**config.mk**
```make
export PLATFORM = sky130hd
export DESIGN_NAME = simon_round_ctrl_flat
export DESIGN_NICKNAME = d
export VERILOG_FILES = /design/src/rtl/simon_pkg.sv /design/src/rtl/fsm_sig.sv /design/src/rtl/simon_round_ctrl_tick_timer.sv /design/src/rtl/simon_round_ctrl.sv /design/src/flat_wrapper.sv
export SDC_FILE = /design/constraint.sdc
export NUM_CORES = 1
export LEC_CHECK = 0
export BUFFER_PORTS_ARGS = -buffer_cell sky130_fd_sc_hd__clkbuf_2
export CORE_AREA = 2 2 83 85
export DETAILED_ROUTE_END_ITERATION = 10
export DIE_AREA = 0 0 85 87
export PLACE_DENSITY = 0.77
export SYNTH_ARGS = -nofsm -noshare
export SYNTH_HDL_FRONTEND = slang
export SYNTH_SLANG_ARGS = --single-unit
export TNS_END_PERCENT = 5
```
**constraint.sdc**
```tcl
create_clock -name clk -period 4.2 [get_ports clk]
set_input_delay 0 -clock clk [delete_from_list [all_inputs] [get_ports clk]]
set_output_delay 0 -clock clk [all_outputs]
set_load 0.1 [all_outputs]
```
**src/rtl/simon_pkg.sv**
```systemverilog
// Shared types and helpers for the Simon Says round controller.
package simon_pkg;

  localparam int ROUND_W = 6;

  typedef enum logic [2:0] {
    ST_IDLE,
    ST_PRE_GAP,
    ST_SHOW_ON,
    ST_SHOW_OFF,
    ST_WAIT_IN,
    ST_RELEASE,
    ST_LOSE,
    ST_WIN
  } state_t;

  function automatic logic [3:0] code2led(logic [1:0] code);
    return 4'b0001 << code;
  endfunction

endpackage

```
**src/rtl/fsm_sig.sv**
```systemverilog
// Handshake between the round controller and the external verify_input block.
interface fsm_sig;
  import simon_pkg::*;

  logic [ROUND_W-1:0] check_round;
  logic               result;

  modport ctrl   (output check_round, input result);
  modport verify (input check_round, output result);
endinterface

```
**src/rtl/simon_round_ctrl_tick_timer.sv**
```systemverilog
// Saturating dwell counter; done is high on the last cycle of a target-length phase.
module tick_timer #(
  parameter int W = 6
) (
  input  logic         clk,
  input  logic         reset,
  input  logic         load,
  input  logic         count,
  input  logic [W-1:0] target,
  output logic         done
);

  logic [W-1:0] cnt_reg;

  always_ff @(posedge clk or posedge reset) begin
    if (reset) begin
      cnt_reg <= '0;
    end else if (load) begin
      cnt_reg <= '0;
    end else if (count && (cnt_reg != '1)) begin
      cnt_reg <= cnt_reg + 1'b1;
    end
  end

  // cnt_reg is 0 on the first cycle of a phase, so the phase ends at target-1.
  assign done = (cnt_reg >= (target - 1'b1));

endmodule

```
**src/rtl/simon_round_ctrl.sv**
```systemverilog
// Simon Says sequencer: plays the pattern on the LEDs, then checks presses via verify_input.
module simon_round_ctrl
  import simon_pkg::*;
#(
  parameter int MAX_ROUND     = 33,
  parameter int SHOW_TICKS    = 25,
  parameter int GAP_TICKS     = 10,
  parameter int TIMEOUT_TICKS = 0
) (
  input  logic                clk,
  input  logic                reset,
  input  logic                start,
  input  logic [32:0][1:0]    segment,
  input  logic [3:0]          player_input,
  fsm_sig.ctrl                sigs,
  output logic [3:0]          led_out,
  output logic [ROUND_W-1:0]  round,
  output logic                busy_show,
  output logic                game_over,
  output logic                game_won
);

  localparam int MAX_TICK_A = (SHOW_TICKS > GAP_TICKS) ? SHOW_TICKS : GAP_TICKS;
  localparam int MAX_TICK   = (TIMEOUT_TICKS > MAX_TICK_A) ? TIMEOUT_TICKS : MAX_TICK_A;
  localparam int TW         = $clog2(MAX_TICK) + 1;

  localparam logic [TW-1:0] SHOW_T = TW'(SHOW_TICKS);
  localparam logic [TW-1:0] GAP_T  = TW'(GAP_TICKS);
  localparam logic [TW-1:0] TO_T   = (TIMEOUT_TICKS > 0) ? TW'(TIMEOUT_TICKS) : TW'(1);
  localparam logic [ROUND_W-1:0] LAST_ROUND = ROUND_W'(MAX_ROUND - 1);

  state_t             state_reg;
  logic [ROUND_W-1:0] round_reg;
  logic [ROUND_W-1:0] idx_reg;
  logic [ROUND_W-1:0] check_round_reg;
  logic [3:0]         led_reg;
  logic [3:0]         prev_input_reg;
  logic               busy_reg;
  logic               over_reg;
  logic               won_reg;

  logic               press_edge;
  logic               timeout_hit;
  logic               tmr_load;
  logic               tmr_count;
  logic               tmr_done;
  logic [TW-1:0]      tmr_target;

  assign press_edge  = (prev_input_reg == 4'h0) && (player_input != 4'h0);
  assign timeout_hit = (TIMEOUT_TICKS > 0) && tmr_done;
  assign tmr_count   = (state_reg != ST_IDLE) && (state_reg != ST_LOSE);

  // One timer serves every phase, so it restarts on each state change (and each WIN blink).
  always_comb begin
    tmr_load   = 1'b0;
    tmr_target = TW'(1);
    case (state_reg)
      ST_IDLE, ST_LOSE: tmr_load = start;
      ST_WIN: begin
        tmr_load   = start | tmr_done;
        tmr_target = SHOW_T;
      end
      ST_SHOW_ON: begin
        tmr_load   = tmr_done;
        tmr_target = SHOW_T;
      end
      ST_PRE_GAP, ST_SHOW_OFF: begin
        tmr_load   = tmr_done;
        tmr_target = GAP_T;
      end
      ST_WAIT_IN: begin
        tmr_load   = press_edge | timeout_hit;
        tmr_target = TO_T;
      end
      ST_RELEASE: tmr_load = (player_input == 4'h0);
      default: ;
    endcase
  end

  tick_timer #(.W(TW)) u_timer (
    .clk    (clk),
    .reset  (reset),
    .load   (tmr_load),
    .count  (tmr_count),
    .target (tmr_target),
    .done   (tmr_done)
  );

  always_ff @(posedge clk or posedge reset) begin
    if (reset) begin
      state_reg       <= ST_IDLE;
      round_reg       <= '0;
      idx_reg         <= '0;
      check_round_reg <= '0;
      led_reg         <= 4'h0;
      prev_input_reg  <= 4'h0;
      busy_reg        <= 1'b0;
      over_reg        <= 1'b0;
      won_reg         <= 1'b0;
    end else begin
      prev_input_reg <= player_input;
      case (state_reg)
        ST_IDLE, ST_LOSE, ST_WIN: begin
          if (start) begin
            state_reg       <= ST_PRE_GAP;
            round_reg       <= '0;
            idx_reg         <= '0;
            check_round_reg <= '0;
            led_reg         <= 4'h0;
            busy_reg        <= 1'b1;
            over_reg        <= 1'b0;
            won_reg         <= 1'b0;
          end else if ((state_reg == ST_WIN) && tmr_done) begin
            led_reg <= ~led_reg;
          end
        end
        ST_PRE_GAP: begin
          if (tmr_done) begin
            state_reg <= ST_SHOW_ON;
            led_reg   <= code2led(segment[idx_reg]);
          end
        end
        ST_SHOW_ON: begin
          if (tmr_done) begin
            state_reg <= ST_SHOW_OFF;
            led_reg   <= 4'h0;
          end
        end
        ST_SHOW_OFF: begin
          if (tmr_done) begin
            if (idx_reg == round_reg) begin
              state_reg       <= ST_WAIT_IN;
              idx_reg         <= '0;
              check_round_reg <= '0;
              busy_reg        <= 1'b0;
            end else begin
              state_reg <= ST_SHOW_ON;
              idx_reg   <= idx_reg + 1'b1;
              led_reg   <= code2led(segment[idx_reg + 1'b1]);
            end
          end
        end
        ST_WAIT_IN: begin
          if (press_edge && sigs.result) begin
            state_reg <= ST_RELEASE;
            led_reg   <= player_input;
          end else if (press_edge || timeout_hit) begin
            state_reg <= ST_LOSE;
            led_reg   <= 4'hF;
            over_reg  <= 1'b1;
          end
        end
        ST_RELEASE: begin
          if (player_input != 4'h0) begin
            led_reg <= player_input;
          end else if (idx_reg != round_reg) begin
            state_reg       <= ST_WAIT_IN;
            idx_reg         <= idx_reg + 1'b1;
            check_round_reg <= idx_reg + 1'b1;
            led_reg         <= 4'h0;
          end else if (round_reg == LAST_ROUND) begin
            state_reg <= ST_WIN;
            led_reg   <= 4'b0101;
            won_reg   <= 1'b1;
          end else begin
            state_reg <= ST_PRE_GAP;
            round_reg <= round_reg + 1'b1;
            idx_reg   <= '0;
            led_reg   <= 4'h0;
            busy_reg  <= 1'b1;
          end
        end
        default: state_reg <= ST_IDLE;
      endcase
    end
  end

  assign sigs.check_round = check_round_reg;
  assign led_out          = led_reg;
  assign round            = round_reg;
  assign busy_show        = busy_reg;
  assign game_over        = over_reg;
  assign game_won         = won_reg;

endmodule
```
**src/flat_wrapper.sv**
```systemverilog
// flat-port wrapper written by rule: the top's interface ports become plain ports
module simon_round_ctrl_flat import simon_pkg::*;
#(
  parameter int MAX_ROUND     = 33,
  parameter int SHOW_TICKS    = 25,
  parameter int GAP_TICKS     = 10,
  parameter int TIMEOUT_TICKS = 0
)
  (clk, reset, start, segment, player_input, led_out, round, busy_show, game_over, game_won, sigs_check_round, sigs_result);
  fsm_sig sigs_i ();
  input  logic clk;
  input  logic reset;
  input  logic start;
  input  logic [32:0][1:0] segment;
  input  logic [3:0] player_input;
  output logic [3:0] led_out;
  output logic [ROUND_W-1:0] round;
  output logic busy_show;
  output logic game_over;
  output logic game_won;
  output wire logic [$bits(sigs_i.check_round)-1:0] sigs_check_round;
  input wire logic [$bits(sigs_i.result)-1:0] sigs_result;
  assign sigs_check_round = sigs_i.check_round;
  assign sigs_i.result = sigs_result;
  simon_round_ctrl #(.MAX_ROUND(MAX_ROUND), .SHOW_TICKS(SHOW_TICKS), .GAP_TICKS(GAP_TICKS), .TIMEOUT_TICKS(TIMEOUT_TICKS)) u_core (.clk(clk), .reset(reset), .start(start), .segment(segment), .player_input(player_input), .sigs(sigs_i), .led_out(led_out), .round(round), .busy_show(busy_show), .game_over(game_over), .game_won(game_won));
endmodule
```
==> flow_summary.html <==
<table>
<tr><th>Metric</th><th>Value</th></tr>
<tr><th colspan="2">Synth</th></tr>
<tr><td>Part of the Yosys area used for sequential elements</td><td>0.285</td></tr>
<tr><td>Number of storage elements in the synthesis netlist</td><td>38</td></tr>
<tr><td>Dominant register cell in the synthesized netlist</td><td>sky130_fd_sc_hd__dfrtp_1</td></tr>
<tr><td>Count of flip-flops with a built-in enable after synthesis</td><td>0</td></tr>
<tr><td>Number of distinct library cells after synthesis</td><td>57</td></tr>
<tr><td>Cell Area, Synth</td><td>3340 um^2</td></tr>
<tr><td>Fraction of registers with async set or reset after synthesis</td><td>1.00</td></tr>
<tr><td>Mean cell area of the mapped netlist</td><td>10.5 um^2</td></tr>
<tr><td>Cells after Synth</td><td>319</td></tr>
<tr><td>Number of warnings printed during yosys synthesis</td><td>0</td></tr>
<tr><th colspan="2">Clocking</th></tr>
<tr><td>Setup repair bufs after CTS</td><td>0</td></tr>
<tr><td>Total of hold buffers inserted after clock tree synthesis</td><td>5</td></tr>
<tr><td>Number of cells upsized or downsized after cts</td><td>0</td></tr>
<tr><td>Clock Tree Root</td><td>sky130_fd_sc_hd__clkbuf_8</td></tr>
<tr><td>Clock tree from TritonCTS</td><td>yes</td></tr>
<tr><td>Number of clock buffers inserted by TritonCTS</td><td>5</td></tr>
<tr><td>Max Root-Sink Buffers</td><td>2</td></tr>
<tr><td>Number of clock sinks seen by CTS</td><td>38</td></tr>
<tr><td>Htree depth</td><td>2</td></tr>
<tr><td>Register clock-pin slew on the reported worst setup and hold paths</td><td>80 ps</td></tr>
<tr><td>Clk Latency, worst-skew pair</td><td>300 ps</td></tr>
<tr><th colspan="2">Global route</th></tr>
<tr><td>Initial antenna violation count</td><td>0</td></tr>
<tr><td>Global Route Usage Sum</td><td>0.236</td></tr>
<tr><td>Global-route wire length before repair</td><td>14.0 mm</td></tr>
<tr><td>Via count of the first global-routing pass</td><td>3029</td></tr>
<tr><td>Maximum number of pins on one net before global-route repair</td><td>40</td></tr>
<tr><td>Final global-route overflow total</td><td>0</td></tr>
<tr><th colspan="2">Pwr</th></tr>
<tr><td>Clock power share</td><td>0.179</td></tr>
<tr><td>Power density normalized to cell area</td><td>432 nW/um^2</td></tr>
<tr><td>Combinational Power Share</td><td>0.523</td></tr>
<tr><td>VDD IR max</td><td>0.433 mV</td></tr>
<tr><td>Internal power</td><td>0.000926 W</td></tr>
<tr><td>Static power due to leakage</td><td>1.74 nW</td></tr>
<tr><td>Power spent charging and discharging nets</td><td>0.000809 W</td></tr>
<tr><td>Sequential group share of total power</td><td>0.298</td></tr>
<tr><td>Switching Fraction</td><td>0.466</td></tr>
<tr><th colspan="2">STA</th></tr>
<tr><td>Peak clock frequency supported by timing</td><td>293 MHz</td></tr>
<tr><td>Fin. Hold Viols</td><td>0</td></tr>
<tr><td>Slew Viols, Final</td><td>0</td></tr>
<tr><td>Clock Skews</td><td>6.98 ps</td></tr>
<tr><td>RSZ-0062 raised after global routing</td><td>false</td></tr>
<tr><td>Transition time of the tightest slew-check pin</td><td>832 ps</td></tr>
<tr><td>Final Hold Slack</td><td>69.3 ps</td></tr>
<tr><td>Worst-case headroom to the max-slew limit</td><td>0.445</td></tr>
<tr><td>Period utilisation layout</td><td>0.814</td></tr>
<tr><td>Final Critical Period</td><td>3420 ps</td></tr>
<tr><td>Sum of negative setup slack</td><td>0 ps</td></tr>
<tr><td>Final setup fails</td><td>0</td></tr>
<tr><th colspan="2">Final layout</th></tr>
<tr><td>Layout area overhead</td><td>20.1%</td></tr>
<tr><td>Leading cell types in the layout, fill and taps excluded</td><td>92 x sky130_fd_sc_hd__clkbuf_2, 38 x sky130_fd_sc_hd__mux4_2, 37 x sky130_fd_sc_hd__dfrtp_1, 25 x sky130_fd_sc_hd__nor2_1, 22 x sky130_fd_sc_hd__nand2_1</td></tr>
<tr><td>Layout cells sized above 1</td><td>0.367</td></tr>
<tr><td>Post-layout instance count excluding filler cells</td><td>492</td></tr>
<tr><td>Final Net Count</td><td>495</td></tr>
<tr><td>Number of diodes added for antenna fixing</td><td>0</td></tr>
<tr><td>Most frequent standard cell in the layout excluding fill and tap cells</td><td>sky130_fd_sc_hd__clkbuf_2</td></tr>
<tr><td>Post-layout util</td><td>0.611</td></tr>
<tr><th colspan="2">Min path</th></tr>
<tr><td>Cell count of the worst hold path</td><td>4</td></tr>
<tr><td>Startpoint of the most critical hold path</td><td>segment[64]</td></tr>
<tr><td>Worst-case hold path end point</td><td>u_core.led_out[0]</td></tr>
<tr><td>Worst hold path class</td><td>input port to flop</td></tr>
<tr><th colspan="2">Status</th></tr>
<tr><td>Status</td><td>finished, final reports clean</td></tr>
<tr><th colspan="2">Critical path</th></tr>
<tr><td>Critical R2R Capture</td><td>u_core.led_out[3]</td></tr>
<tr><td>Kind of launch point of the worst setup path</td><td>flop</td></tr>
<tr><td>Start-to-end type of the worst setup path</td><td>flop to flop</td></tr>
<tr><td>Worst EP required</td><td>4390 ps</td></tr>
<tr><td>Critical path peak fanout</td><td>18</td></tr>
<tr><td>R2r setup slk</td><td>780 ps</td></tr>
<tr><td>Reg-to-reg critical path startpoint</td><td>u_core.state_reg[2]</td></tr>
<tr><td>Sort of element at the end of the critical path</td><td>flop</td></tr>
<tr><td>Path depth of the worst reg2reg path</td><td>13</td></tr>
<tr><td>Data arrival time of the critical path</td><td>3610 ps</td></tr>
<tr><th colspan="2">Place</th></tr>
<tr><td>Placed cell count</td><td>479</td></tr>
<tr><td>Count of port buffers added during placement</td><td>92</td></tr>
<tr><td>Global placer's final weighted congestion</td><td>0.911</td></tr>
<tr><td>Post-DP HPWL</td><td>6.48 mm</td></tr>
<tr><th colspan="2">Detailed routing</th></tr>
<tr><td>Overall routed net length</td><td>8.32 mm</td></tr>
<tr><td>Routed wirelength normalized by instance count</td><td>16.9 um</td></tr>
<tr><td>Routed Antenna Nets</td><td>0</td></tr>
<tr><td>DRC Markers</td><td>0</td></tr>
<tr><td>Routed vias</td><td>3023</td></tr>
<tr><td>Drt first-iter violations</td><td>241</td></tr>
<tr><td>Vias per cell</td><td>6.14</td></tr>
<tr><td>Number of detailed-route iterations in the first pass</td><td>4</td></tr>
<tr><th colspan="2">Floorplanning</th></tr>
<tr><td>Effective utilization at floorplan</td><td>0.509</td></tr>
<tr><td>Die Footprint</td><td>7400 um^2</td></tr>
<tr><td>Height of the chip</td><td>87 um</td></tr>
<tr><td>Chip Width</td><td>85 um</td></tr>
<tr><td>Total core area</td><td>6570 um^2</td></tr>
<tr><td>Top Ports</td><td>93</td></tr>
<tr><td>Row count</td><td>30</td></tr>
<tr><th colspan="2">Run</th></tr>
<tr><td># Max-Cap Violations</td><td>0</td></tr>
</table>
==> per-stage QoR <==
stage,worst slack [ps],power (W),instance area (um^2)
3_3_place_gp,876,0.00140,3850
3_5_place_dp,812,0.00142,3850
6_report,781,0.00174,4010
4_1_cts,779,0.00174,4010
2_1_floorplan,971,0.00122,3350
5_1_grt,462,0.00186,4010
==> power by group through the flow <==
stage / sequential (W) / clock, W / combinational [W]
after floorplan: 0.000655 / 0 / 0.000565
after global placement: 0.000521 / 0 / 0.000883
after detailed placement: 0.000523 / 0 / 0.000899
after CTS: 0.000516 / 0.000314 / 0.000907
after global routing: 0.000530 / 0.000330 / 0.00100
final: 0.000518 / 0.000310 / 0.000907
==> synthesized netlist by cell type (2+ instances only) <==
| cell | instances | share of area |
|---|---|---|
| sky130_fd_sc_hd__dfrtp_1 | 38 | 0.28 |
| sky130_fd_sc_hd__mux4_2 | 38 | 0.26 |
| sky130_fd_sc_hd__nor2_1 | 25 | 0.028 |
| sky130_fd_sc_hd__nand2_1 | 22 | 0.025 |
| sky130_fd_sc_hd__a21oi_1 | 20 | 0.030 |
| sky130_fd_sc_hd__o21ai_0 | 12 | 0.018 |
| sky130_fd_sc_hd__ha_1 | 10 | 0.037 |
| sky130_fd_sc_hd__inv_1 | 10 | 0.011 |
| sky130_fd_sc_hd__nor3_1 | 10 | 0.015 |
| sky130_fd_sc_hd__xor2_1 | 10 | 0.026 |
| sky130_fd_sc_hd__clkbuf_1 | 9 | 0.010 |
| sky130_fd_sc_hd__mux2i_1 | 9 | 0.027 |
| sky130_fd_sc_hd__nand3_1 | 9 | 0.013 |
| sky130_fd_sc_hd__buf_2 | 8 | 0.012 |
| sky130_fd_sc_hd__o2bb2ai_1 | 8 | 0.021 |
| sky130_fd_sc_hd__xnor2_1 | 7 | 0.018 |
| sky130_fd_sc_hd__a211o_1 | 4 | 0.010 |
| sky130_fd_sc_hd__a211oi_1 | 4 | 0.0090 |
| sky130_fd_sc_hd__a21o_1 | 4 | 0.0090 |
| sky130_fd_sc_hd__nor2b_1 | 4 | 0.0075 |
| sky130_fd_sc_hd__o21ai_1 | 4 | 0.0060 |
| sky130_fd_sc_hd__a22o_1 | 3 | 0.0079 |
| sky130_fd_sc_hd__nor3b_1 | 3 | 0.0067 |
| sky130_fd_sc_hd__o21a_1 | 3 | 0.0067 |
| sky130_fd_sc_hd__o22ai_1 | 3 | 0.0056 |
| sky130_fd_sc_hd__o31ai_1 | 3 | 0.0067 |
| sky130_fd_sc_hd__and2_1 | 2 | 0.0037 |
| sky130_fd_sc_hd__buf_6 | 2 | 0.0067 |
| sky130_fd_sc_hd__nand2b_1 | 2 | 0.0037 |
| sky130_fd_sc_hd__nand4_1 | 2 | 0.0037 |
| sky130_fd_sc_hd__nor4_1 | 2 | 0.0037 |
| sky130_fd_sc_hd__nor4b_1 | 2 | 0.0052 |
| sky130_fd_sc_hd__or2_2 | 2 | 0.0037 |
| sky130_fd_sc_hd__or3_1 | 2 | 0.0037 |
==> routing by layer <==
layer  global-route usage  part of all wire  up-vias
li1                     -                 -     1426
met1                0.295              0.41     1477
met2                0.409              0.52      108
met3               0.0445             0.051       12
met4               0.0851             0.016        0
met5                    0                 0        -
==> worst max-delay path, stage by stage, from the launching register on <==
cell                       delay (ps)
sky130_fd_sc_hd__dfrtp_1          630
sky130_fd_sc_hd__inv_1            200
sky130_fd_sc_hd__nand2_1          210
sky130_fd_sc_hd__inv_1             70
sky130_fd_sc_hd__ha_1             280
sky130_fd_sc_hd__nand2b_1         140
sky130_fd_sc_hd__a21o_1           170
sky130_fd_sc_hd__a21o_1           160
sky130_fd_sc_hd__a211o_1          280
sky130_fd_sc_hd__a21oi_1          120
sky130_fd_sc_hd__buf_4            180
sky130_fd_sc_hd__a221o_1          320
sky130_fd_sc_hd__mux2_1           350
sky130_fd_sc_hd__a31o_2           210
==> area by class of cell <==
type | instances | area [um^2]
repair buffers | 103 | 556
multi-input cells | 253 | 2260
inverters | 10 | 37.5
clock buffers | 5 | 68.8
fillers | 561 | 2550
flip-flops and latches | 38 | 952
well taps | 80 | 100
clock inverters | 3 | 40.0
==> cells by family (layout without fill, tap and decap cells) <==
| family | after synthesis | after routing | share of synthesized area |
|---|---|---|---|
| and+or+nand+nor | 93 | 93 | 0.137 |
| xor gates and xnor gates | 17 | 17 | 0.0446 |
| muxes | 49 | 49 | 0.290 |
| DFF | 38 | 38 | 0.285 |
| adders and majority gates | 10 | 10 | 0.0375 |
| buffers and inverters | 30 | 121 | 0.0412 |
| AOI/OAI and AO/OA | 81 | 81 | 0.164 |
| other | 1 | 3 | 0.00112 |
==> worst max-delay path by stage <==
stage / from / depth (start not counted) / endpoint
after global placement: u_core.state_reg[2] / 13 / u_core.led_out[3]
after global routing: u_core.state_reg[2] / 13 / u_core.led_out[3]
after CTS: u_core.state_reg[2] / 13 / u_core.led_out[3]
final: u_core.state_reg[2] / 13 / u_core.led_out[3]
after floorplan: u_core.state_reg[0] / 13 / u_core.led_out[3]
after detailed placement: u_core.state_reg[2] / 13 / u_core.led_out[3]
Note: power is estimated with default switching activity, not from simulation.
